[src/rtl/peripheral_mailbox_if.sv]
// Core-side command/response channel of the peripheral mailbox.
// The core drives commands (master); the mailbox returns one registered response (slave).
interface peripheral_mailbox_if #(
   parameter int unsigned DATA_WIDTH = 32
);
   logic [1:0]            to_peripheral;
   logic [DATA_WIDTH-1:0] to_peripheral_data;
   logic                  to_peripheral_valid;
   logic [1:0]            from_peripheral;
   logic [DATA_WIDTH-1:0] from_peripheral_data;
   logic                  from_peripheral_valid;

   modport master (
      output to_peripheral, to_peripheral_data, to_peripheral_valid,
      input  from_peripheral, from_peripheral_data, from_peripheral_valid
   );

   modport slave (
      input  to_peripheral, to_peripheral_data, to_peripheral_valid,
      output from_peripheral, from_peripheral_data, from_peripheral_valid
   );
endinterface

[src/rtl/peripheral_mailbox.sv]
// Peripheral mailbox: decodes core PUSH/POP/STATUS commands against a TX FIFO drained by
// the host and an RX FIFO filled by the host, returning one registered response per command.
module peripheral_mailbox #(
   parameter int unsigned DATA_WIDTH      = 32,
   parameter int unsigned FIFO_DEPTH_BITS = 3
) (
   input  logic                  clock,
   input  logic                  reset,
   peripheral_mailbox_if.slave   core,
   input  logic [DATA_WIDTH-1:0] host_rx_data,
   input  logic                  host_rx_valid,
   output logic                  host_rx_ready,
   output logic [DATA_WIDTH-1:0] host_tx_data,
   output logic                  host_tx_valid,
   input  logic                  host_tx_ready
);

   localparam int unsigned Depth = 2 ** FIFO_DEPTH_BITS;
   localparam int unsigned CntW  = FIFO_DEPTH_BITS + 1;

   typedef enum logic [1:0] {OpNop, OpPush, OpPop, OpStatus} op_e;
   typedef enum logic [1:0] {RespNone, RespAck, RespData, RespErr} resp_e;

   logic [DATA_WIDTH-1:0]      tx_mem_q [Depth];
   logic [DATA_WIDTH-1:0]      rx_mem_q [Depth];
   logic [FIFO_DEPTH_BITS-1:0] tx_wr_q, tx_wr_d, tx_rd_q, tx_rd_d;
   logic [FIFO_DEPTH_BITS-1:0] rx_wr_q, rx_wr_d, rx_rd_q, rx_rd_d;
   logic [CntW-1:0]            tx_cnt_q, tx_cnt_d, rx_cnt_q, rx_cnt_d, tx_cnt_inc;
   logic                       ovf_q, ovf_d, unf_q, unf_d;
   resp_e                      resp_code_q, resp_code_d;
   logic [DATA_WIDTH-1:0]      resp_data_q, resp_data_d;
   logic                       resp_valid_q, resp_valid_d;

   op_e                   op;
   logic                  cmd_push, cmd_pop, cmd_status;
   logic                  tx_full, tx_empty, rx_full, rx_empty;
   logic                  tx_we, tx_re, rx_we, rx_re;
   logic [DATA_WIDTH-1:0] status_word;

   assign op         = op_e'(core.to_peripheral);
   assign cmd_push   = core.to_peripheral_valid && (op == OpPush);
   assign cmd_pop    = core.to_peripheral_valid && (op == OpPop);
   assign cmd_status = core.to_peripheral_valid && (op == OpStatus);

   assign tx_full  = (tx_cnt_q == CntW'(Depth));
   assign tx_empty = (tx_cnt_q == '0);
   assign rx_full  = (rx_cnt_q == CntW'(Depth));
   assign rx_empty = (rx_cnt_q == '0);

   // All full/empty decisions use start-of-cycle state, so same-cycle host activity never rescues a command.
   assign tx_we = cmd_push && !tx_full;
   assign tx_re = !tx_empty && host_tx_ready;
   assign rx_we = host_rx_valid && !rx_full;
   assign rx_re = cmd_pop && !rx_empty;

   assign tx_cnt_inc = tx_cnt_q + CntW'(1);

   assign host_tx_valid = !tx_empty;
   assign host_tx_data  = tx_mem_q[tx_rd_q];
   assign host_rx_ready = !rx_full;

   assign core.from_peripheral       = resp_code_q;
   assign core.from_peripheral_data  = resp_data_q;
   assign core.from_peripheral_valid = resp_valid_q;

   always_comb begin
      status_word        = '0;
      status_word[0]     = tx_full;
      status_word[1]     = tx_empty;
      status_word[2]     = rx_full;
      status_word[3]     = rx_empty;
      status_word[4]     = ovf_q;
      status_word[5]     = unf_q;
      status_word[15:8]  = 8'(tx_cnt_q);
      status_word[23:16] = 8'(rx_cnt_q);
   end

   always_comb begin
      tx_wr_d  = tx_wr_q + FIFO_DEPTH_BITS'(tx_we);
      tx_rd_d  = tx_rd_q + FIFO_DEPTH_BITS'(tx_re);
      rx_wr_d  = rx_wr_q + FIFO_DEPTH_BITS'(rx_we);
      rx_rd_d  = rx_rd_q + FIFO_DEPTH_BITS'(rx_re);
      tx_cnt_d = tx_cnt_q + CntW'(tx_we) - CntW'(tx_re);
      rx_cnt_d = rx_cnt_q + CntW'(rx_we) - CntW'(rx_re);
      // STATUS clears the sticky flags; it cannot coincide with a PUSH or POP.
      ovf_d    = cmd_status ? 1'b0 : (ovf_q || (cmd_push && tx_full));
      unf_d    = cmd_status ? 1'b0 : (unf_q || (cmd_pop && rx_empty));
   end

   always_comb begin
      resp_code_d  = RespNone;
      resp_data_d  = '0;
      resp_valid_d = 1'b0;
      if (core.to_peripheral_valid) begin
         case (op)
            OpPush: begin
               resp_valid_d = 1'b1;
               if (tx_full) begin
                  resp_code_d = RespErr;
               end else begin
                  resp_code_d = RespAck;
                  resp_data_d = DATA_WIDTH'(tx_cnt_inc);
               end
            end
            OpPop: begin
               resp_valid_d = 1'b1;
               if (rx_empty) begin
                  resp_code_d = RespErr;
               end else begin
                  resp_code_d = RespData;
                  resp_data_d = rx_mem_q[rx_rd_q];
               end
            end
            OpStatus: begin
               resp_valid_d = 1'b1;
               resp_code_d  = RespData;
               resp_data_d  = status_word;
            end
            default: ;
         endcase
      end
   end

   always_ff @(posedge clock or posedge reset) begin
      if (reset) begin
         tx_wr_q      <= '0;
         tx_rd_q      <= '0;
         rx_wr_q      <= '0;
         rx_rd_q      <= '0;
         tx_cnt_q     <= '0;
         rx_cnt_q     <= '0;
         ovf_q        <= 1'b0;
         unf_q        <= 1'b0;
         resp_code_q  <= RespNone;
         resp_data_q  <= '0;
         resp_valid_q <= 1'b0;
      end else begin
         tx_wr_q      <= tx_wr_d;
         tx_rd_q      <= tx_rd_d;
         rx_wr_q      <= rx_wr_d;
         rx_rd_q      <= rx_rd_d;
         tx_cnt_q     <= tx_cnt_d;
         rx_cnt_q     <= rx_cnt_d;
         ovf_q        <= ovf_d;
         unf_q        <= unf_d;
         resp_code_q  <= resp_code_d;
         resp_data_q  <= resp_data_d;
         resp_valid_q <= resp_valid_d;
      end
   end

   // Storage needs no reset: pointers and counts define which entries are live.
   always_ff @(posedge clock) begin
      if (tx_we) tx_mem_q[tx_wr_q] <= core.to_peripheral_data;
      if (rx_we) rx_mem_q[rx_wr_q] <= host_rx_data;
   end

endmodule
[src/flat_wrapper.sv]
// flat-port wrapper written by rule: the top's interface ports become plain ports
module peripheral_mailbox_flat 
#(
   parameter int unsigned DATA_WIDTH      = 32,
   parameter int unsigned FIFO_DEPTH_BITS = 3
)
  (clock, reset, host_rx_data, host_rx_valid, host_rx_ready, host_tx_data, host_tx_valid, host_tx_ready, core_to_peripheral, core_to_peripheral_data, core_to_peripheral_valid, core_from_peripheral, core_from_peripheral_data, core_from_peripheral_valid);
  peripheral_mailbox_if #(.DATA_WIDTH(DATA_WIDTH)) core_i ();
  input  logic clock;
  input  logic reset;
  input  logic [DATA_WIDTH-1:0] host_rx_data;
  input  logic host_rx_valid;
  output logic host_rx_ready;
  output logic [DATA_WIDTH-1:0] host_tx_data;
  output logic host_tx_valid;
  input  logic host_tx_ready;
  input wire logic [$bits(core_i.to_peripheral)-1:0] core_to_peripheral;
  input wire logic [$bits(core_i.to_peripheral_data)-1:0] core_to_peripheral_data;
  input wire logic [$bits(core_i.to_peripheral_valid)-1:0] core_to_peripheral_valid;
  output wire logic [$bits(core_i.from_peripheral)-1:0] core_from_peripheral;
  output wire logic [$bits(core_i.from_peripheral_data)-1:0] core_from_peripheral_data;
  output wire logic [$bits(core_i.from_peripheral_valid)-1:0] core_from_peripheral_valid;
  assign core_i.to_peripheral = core_to_peripheral;
  assign core_i.to_peripheral_data = core_to_peripheral_data;
  assign core_i.to_peripheral_valid = core_to_peripheral_valid;
  assign core_from_peripheral = core_i.from_peripheral;
  assign core_from_peripheral_data = core_i.from_peripheral_data;
  assign core_from_peripheral_valid = core_i.from_peripheral_valid;
  peripheral_mailbox #(.DATA_WIDTH(DATA_WIDTH), .FIFO_DEPTH_BITS(FIFO_DEPTH_BITS)) u_core (.clock(clock), .reset(reset), .core(core_i), .host_rx_data(host_rx_data), .host_rx_valid(host_rx_valid), .host_rx_ready(host_rx_ready), .host_tx_data(host_tx_data), .host_tx_valid(host_tx_valid), .host_tx_ready(host_tx_ready));
endmodule
[config.mk]
export PLATFORM = sky130hd
export DESIGN_NAME = peripheral_mailbox_flat
export DESIGN_NICKNAME = d
export VERILOG_FILES = /design/src/rtl/peripheral_mailbox_if.sv /design/src/rtl/peripheral_mailbox.sv /design/src/flat_wrapper.sv
export SDC_FILE = /design/constraint.sdc
export NUM_CORES = 1
export LEC_CHECK = 0
export CORE_MARGIN = 2
export CORE_UTILIZATION = 67
export DETAILED_ROUTE_END_ITERATION = 16
export DONT_BUFFER_PORTS = 1
export PLACE_DENSITY = 0.95
export SLEW_MARGIN = 40
export SYNTH_ARGS = -nofsm -noshare
export SYNTH_HDL_FRONTEND = slang
export SYNTH_SLANG_ARGS = --single-unit
export TNS_END_PERCENT = 30
[constraint.sdc]
create_clock -name clock -period 5.92 [get_ports clock]
set_input_delay 1.184 -clock clock [delete_from_list [all_inputs] [get_ports clock]]
set_output_delay 1.184 -clock clock [all_outputs]
set_load 0.02 [all_outputs]
[Word-level counts from Yosys, hierarchy flattened]
Memories as Yosys holds them, arrays and structs flattened.
Cells that the tools add are included.
Widths: inputs -> output; s select.
Cells by class
  add/sub/neg operators: 9
  equality and inequality tests: 5
  mux-type cells: 16
  reductions and logical operators: 18
Operators with widths (count)
  $pmux 32 s3: 1
  $mux 32: 2
  $add 3x1->3: 4
  $logic_and 1x1->1: 9
  $mux 1: 9
  $add 4x1->4: 2
  $eq 4x4->1 const B: 2
  $logic_not 4->1: 2
  $sub 4x1->4: 2
  $pmux 2 s3: 1
  $add 4x1->4 const B: 1
  $eq 2x2->1 const B: 2
  $logic_not 1->1: 4
  $mux 2: 2
  $mux 4: 1
  $reduce_or 3->1: 1
  $eq 2x1->1 const B: 1
  $logic_or 1x1->1: 2
Word-level totals
  register bits after elaboration: 57
  RAM bits: 512
  input port bits: 71
  logic and storage cells: 61
  memories kept: 2
Memories
  u_core.rx_mem_q: words 8, width 32, read ports 1, clocked after Yosys merged registers in 0, write ports 1, RTL line peripheral_mailbox.sv:25  | logic [DATA_WIDTH-1:0] rx_mem_q [Depth];
  u_core.tx_mem_q: words 8, width 32, read ports 1, clocked after Yosys merged registers in 0, write ports 1, RTL line peripheral_mailbox.sv:24  | logic [DATA_WIDTH-1:0] tx_mem_q [Depth];

[Longest topological paths before layout]
  depth in word-level cells: 5
  gate-level depth with buffers: 11
  mapped depth without buffers: 10

[Worst setup path after synthesis]
No wires, ideal clock.
  path kind: in2reg
  start point: input port core_to_peripheral[1]
  end point: memory u_core.tx_mem_q[0][0] (enable)
  library setup time: 461 ps
  arrival: 3971 ps
  setup slack: 1488 ps
  cell stages on the path: 3
  buffers on the path: 0
  cell sequence: a21o_1 or3_1 nor3_1
On the way
  word-level cells in the longest chain between the ends: 5
Ends and longest elaborated chain
  from (decl): RTL line flat_wrapper.sv:17  | input wire logic [$bits(core_i.to_peripheral)-1:0] core_to_peripheral;
  $eq 2x1->1: RTL line peripheral_mailbox.sv:41  | assign cmd_push = core.to_peripheral_valid && (op == OpPush);
  $logic_and 1x1->1: RTL line peripheral_mailbox.sv:41
  $logic_and 1x1->1: RTL line peripheral_mailbox.sv:51  | assign tx_we = cmd_push && !tx_full;
  $mux 1: RTL line peripheral_mailbox.sv:154  | if (tx_we) tx_mem_q[tx_wr_q] <= core.to_peripheral_data;
  $mux 1 (not written as such): RTL line peripheral_mailbox.sv:154
  to (decl): RTL line peripheral_mailbox.sv:24
No other way between the ends.

[Worst setup path in the final report]
  start point: register u_core.tx_rd_q[1]
  end point: output port host_tx_data[12]
On the way
  word-level cells in the longest chain between the ends: 1
Ends and longest elaborated chain
  from (decl): RTL line peripheral_mailbox.sv:26  | logic [FIFO_DEPTH_BITS-1:0] tx_wr_q, tx_wr_d, tx_rd_q, tx_rd_d;
  from (signal assigned): RTL line peripheral_mailbox.sv:139  | tx_rd_q <= tx_rd_d;
  $mem_v2 8x32
  to (decl): RTL line flat_wrapper.sv:14  | output logic [DATA_WIDTH-1:0] host_tx_data;
No other way between the ends.

==> metrics.md <==
| Metric | Value |
|---|---|
| Outcome | `complete, no violations` |
| Final Power | `11.29 mW` |
| Rows | `65` |
| Min Hold Slack | `0.3633 ns` |
| Clock Path Buffers | `3` |
| Die height | `183.7 µm` |
| Lkg Pwr | `7.953 nW` |
| # setup viols final | `0` |
| Post-synth ARST share | `0.1002` |
| CP max FO | `37` |
| Root buffer cell | `clkbuf_16` |
| Nets | `1,120` |
| Number of global-route vias before repair | `10,509` |
| Final min period | `3.926 ns` |
| HPWL after DPL | `23.17 mm` |
| # diodes | `0` |
| WL final | `42.93 mm` |
| Postcts setup bufs | `0` |
| Count leader, synth | `edfxtp_1` |
| DR WL/cell | `29.20 µm` |
| GRT Overall Usage | `0.2637` |
| Final Hold Viols | `0` |
| Synth cell types | `36` |
| Inserted Clock Buffers | `54` |
| Die area | `0.03374 mm²` |
| CTS tree | `yes` |
| Kind of critical path | `flip-flop to output port` |
| Largest net degree at the start of global routing | `56` |
| Crit end category | `output port` |
| Setup TNS | `0 ns` |
| Mean Syn Cell Area | `21.92 µm²` |
| First-pass GRT wire length | `64.09 mm` |
| DIE WIDTH | `183.7 µm` |
| Post-route cell area | `0.02390 mm²` |
| Initial detailed-routing violation count | `755` |
| Dpl cells | `1,372` |
| Cells after Synth | `987` |
| Arrival time worst endpoint | `2.74 ns` |
| CP peak stage delay | `0.83 ns` |
| GP Congestion | `0.8128` |
| Initial DRT Pass Iterations | `5` |
| Area of placed instances | `0.02225 mm²` |
| H-tree Lvls | `2` |
| Routed vias/inst | `6.621` |
| Number of I/O pins | `140` |
| Post-DRT Antenna Nets | `0` |
| Area grow syn2layout | `10.49%` |
| Total core area | `0.03164 mm²` |
| Startpoint types | `flip-flop` |
| Place WS | `2.542 ns` |
| Seq/Total Area, Yosys | `0.7767` |
| Syn Nets | `1,081` |
| Cts repair resizes | `0` |
| Post-synth EDFFs | `512` |
| Synth Warn # | `0` |
| Worst slew margin relative to its limit | `0.4692` |
| Initial antenna violation count | `1` |
| Slowest cell on the critical path | `dfrtp_2` |
| Initial core utilization | `0.6837` |
| Clock slew at reported path FFs | `0.06 ns` |
| Seq cells post-synth | `569` |
| Min-Delay Path Class | `input pin to async pin` |
| Fin cells | `1,470` |
| CP cell instances | `buf_4, mux4_2, mux2_2` |
| Area of the mapped netlist | `0.02163 mm²` |
| TritonCTS Sinks | `569` |
| Via count | `9,733` |
| Top cells by area, synth | `edfxtp_1 71%, mux4_2 12%, dfrtp_1 6.6%` |
| Cells on worst reg2reg path | `10` |
| Max-slew violations | `0` |
| F_max | `254.7 MHz` |
| Remaining DRCs | `0` |
| Leading area contributor after synthesis | `edfxtp_1` |
| Hold_buf cts | `0` |
| Worst Tran Pin Value | `0.7961 ns` |
| RSZ-0062 raised after global routing | `no` |
| Final Util | `0.7554` |
| Yosys top cell area share | `0.7108` |
| VDD IR-drop max | `379.9 µV` |
| PD cells | `472.4 mW/mm²` |
| Crit share post-route | `0.6632` |
| Synth Flop Type | `edfxtp_1` |
| Clock skew | `0.01795 ns` |
| Port Buffers | `0` |
| Worst endpoint required time | `4.74 ns` |
| PnR worst setup slack | `1.994 ns` |
| Share of cells above drive strength 1 | `0.2743` |
| Gr ovfl total | `0` |
| MaxCap Viol Count | `0` |
| Worst skew pair latency | `0.57 ns` |
| Post-synth top cells | `512 x edfxtp_1, 116 x mux4_2, 57 x dfrtp_1, 56 x mux2_2, 47 x nor2_1` |
path summary, 6_finish.rpt:
kind                                                   endpoint          startpoint  slack, ns
setup / recovery                               host_tx_data[12]   u_core.tx_rd_q[1]       1.99
hold / removal             u_core.core.from_peripheral_data[24]               reset       0.36
setup reg to reg                             u_core.rx_cnt_q[2]  u_core.rx_cnt_q[1]       3.12
hold reg to reg                               u_core.rx_wr_q[0]   u_core.rx_wr_q[0]       0.52
max in group asynchronous                     u_core.rx_rd_q[0]               reset       4.73
min in group clock                            u_core.rx_wr_q[0]   u_core.rx_wr_q[0]       0.52
registers in the layout, summed over array words and instances, names as in the netlist:
name and cells:
u_core.rx_wr_q 3, u_core.rx_mem_q 256, u_core.ovf_q 1, u_core.core.from_peripheral 2, u_core.unf_q 1, u_core.rx_rd_q 3, u_core.core.from_peripheral_data 32, u_core.tx_rd_q 3
u_core.rx_cnt_q 4, u_core.tx_cnt_q 4, u_core.tx_mem_q 256, u_core.core.from_peripheral_valid 1, u_core.tx_wr_q 3
critical path, delay by kind of cell (launching register included):
family,cells,cell delay [ns]
buffers and inverters,1,0.57
flip-flops,1,0.83
multiplexers,2,0.79
report_power, final:
| part | switching [mW] | internal [mW] | leakage, nW |
|---|---|---|---|
| Sequential | 0.411 | 4.86 | 5.36 |
| Combinational | 1.52 | 1.32 | 1.79 |
| Clock | 1.38 | 1.80 | 0.805 |
| Total | 3.30 | 7.99 | 7.95 |
per-layer routing:
metal | GRT usage | wire [µm]
met3 | 0.06577 | 3310
met1 | 0.3121 | 14990
met4 | 0.09632 | 1380
met2 | 0.4715 | 23240
met5 | 0 | 9
layout make-up:
cell class	instances	area [µm²]
Sequential cell	569	16810
Fill cell	1582	7737
Multi-Input combinational cell	358	4626
Clock buffer	69	1439
Tap cell	402	503.0
Timing Repair Buffer	26	244.0
Clock inverter	29	211.5
Inverter	17	63.81
cell usage in the layout, fill, tap and decap left out, drive strengths merged, types with 3 or more instances in the layout:
cell type and count:
xnor2 4, nand3 3, a21oi 5, xor2 7, nand2b 6, nor2 47, clkbuf 69, a21o 3
buf 26, clkinv 24, mux2i 21, dfrtp 57, nor3 4, nand2 22, o22ai 14, and3 3
mux2 56, ha 21, and2 3, o31ai 10, inv 18, edfxtp 512, mux4 116
cells by family after synthesis:
logic type,count (synthesis),synth area share
buf+inv,60,0.01452
mux,193,0.1596
flops,569,0.7767
xor+xnor,11,0.004454
compound gates,40,0.01267
simple gates,91,0.01799
fa+ha+maj,23,0.01400
(Power assumes the default switching activity.)
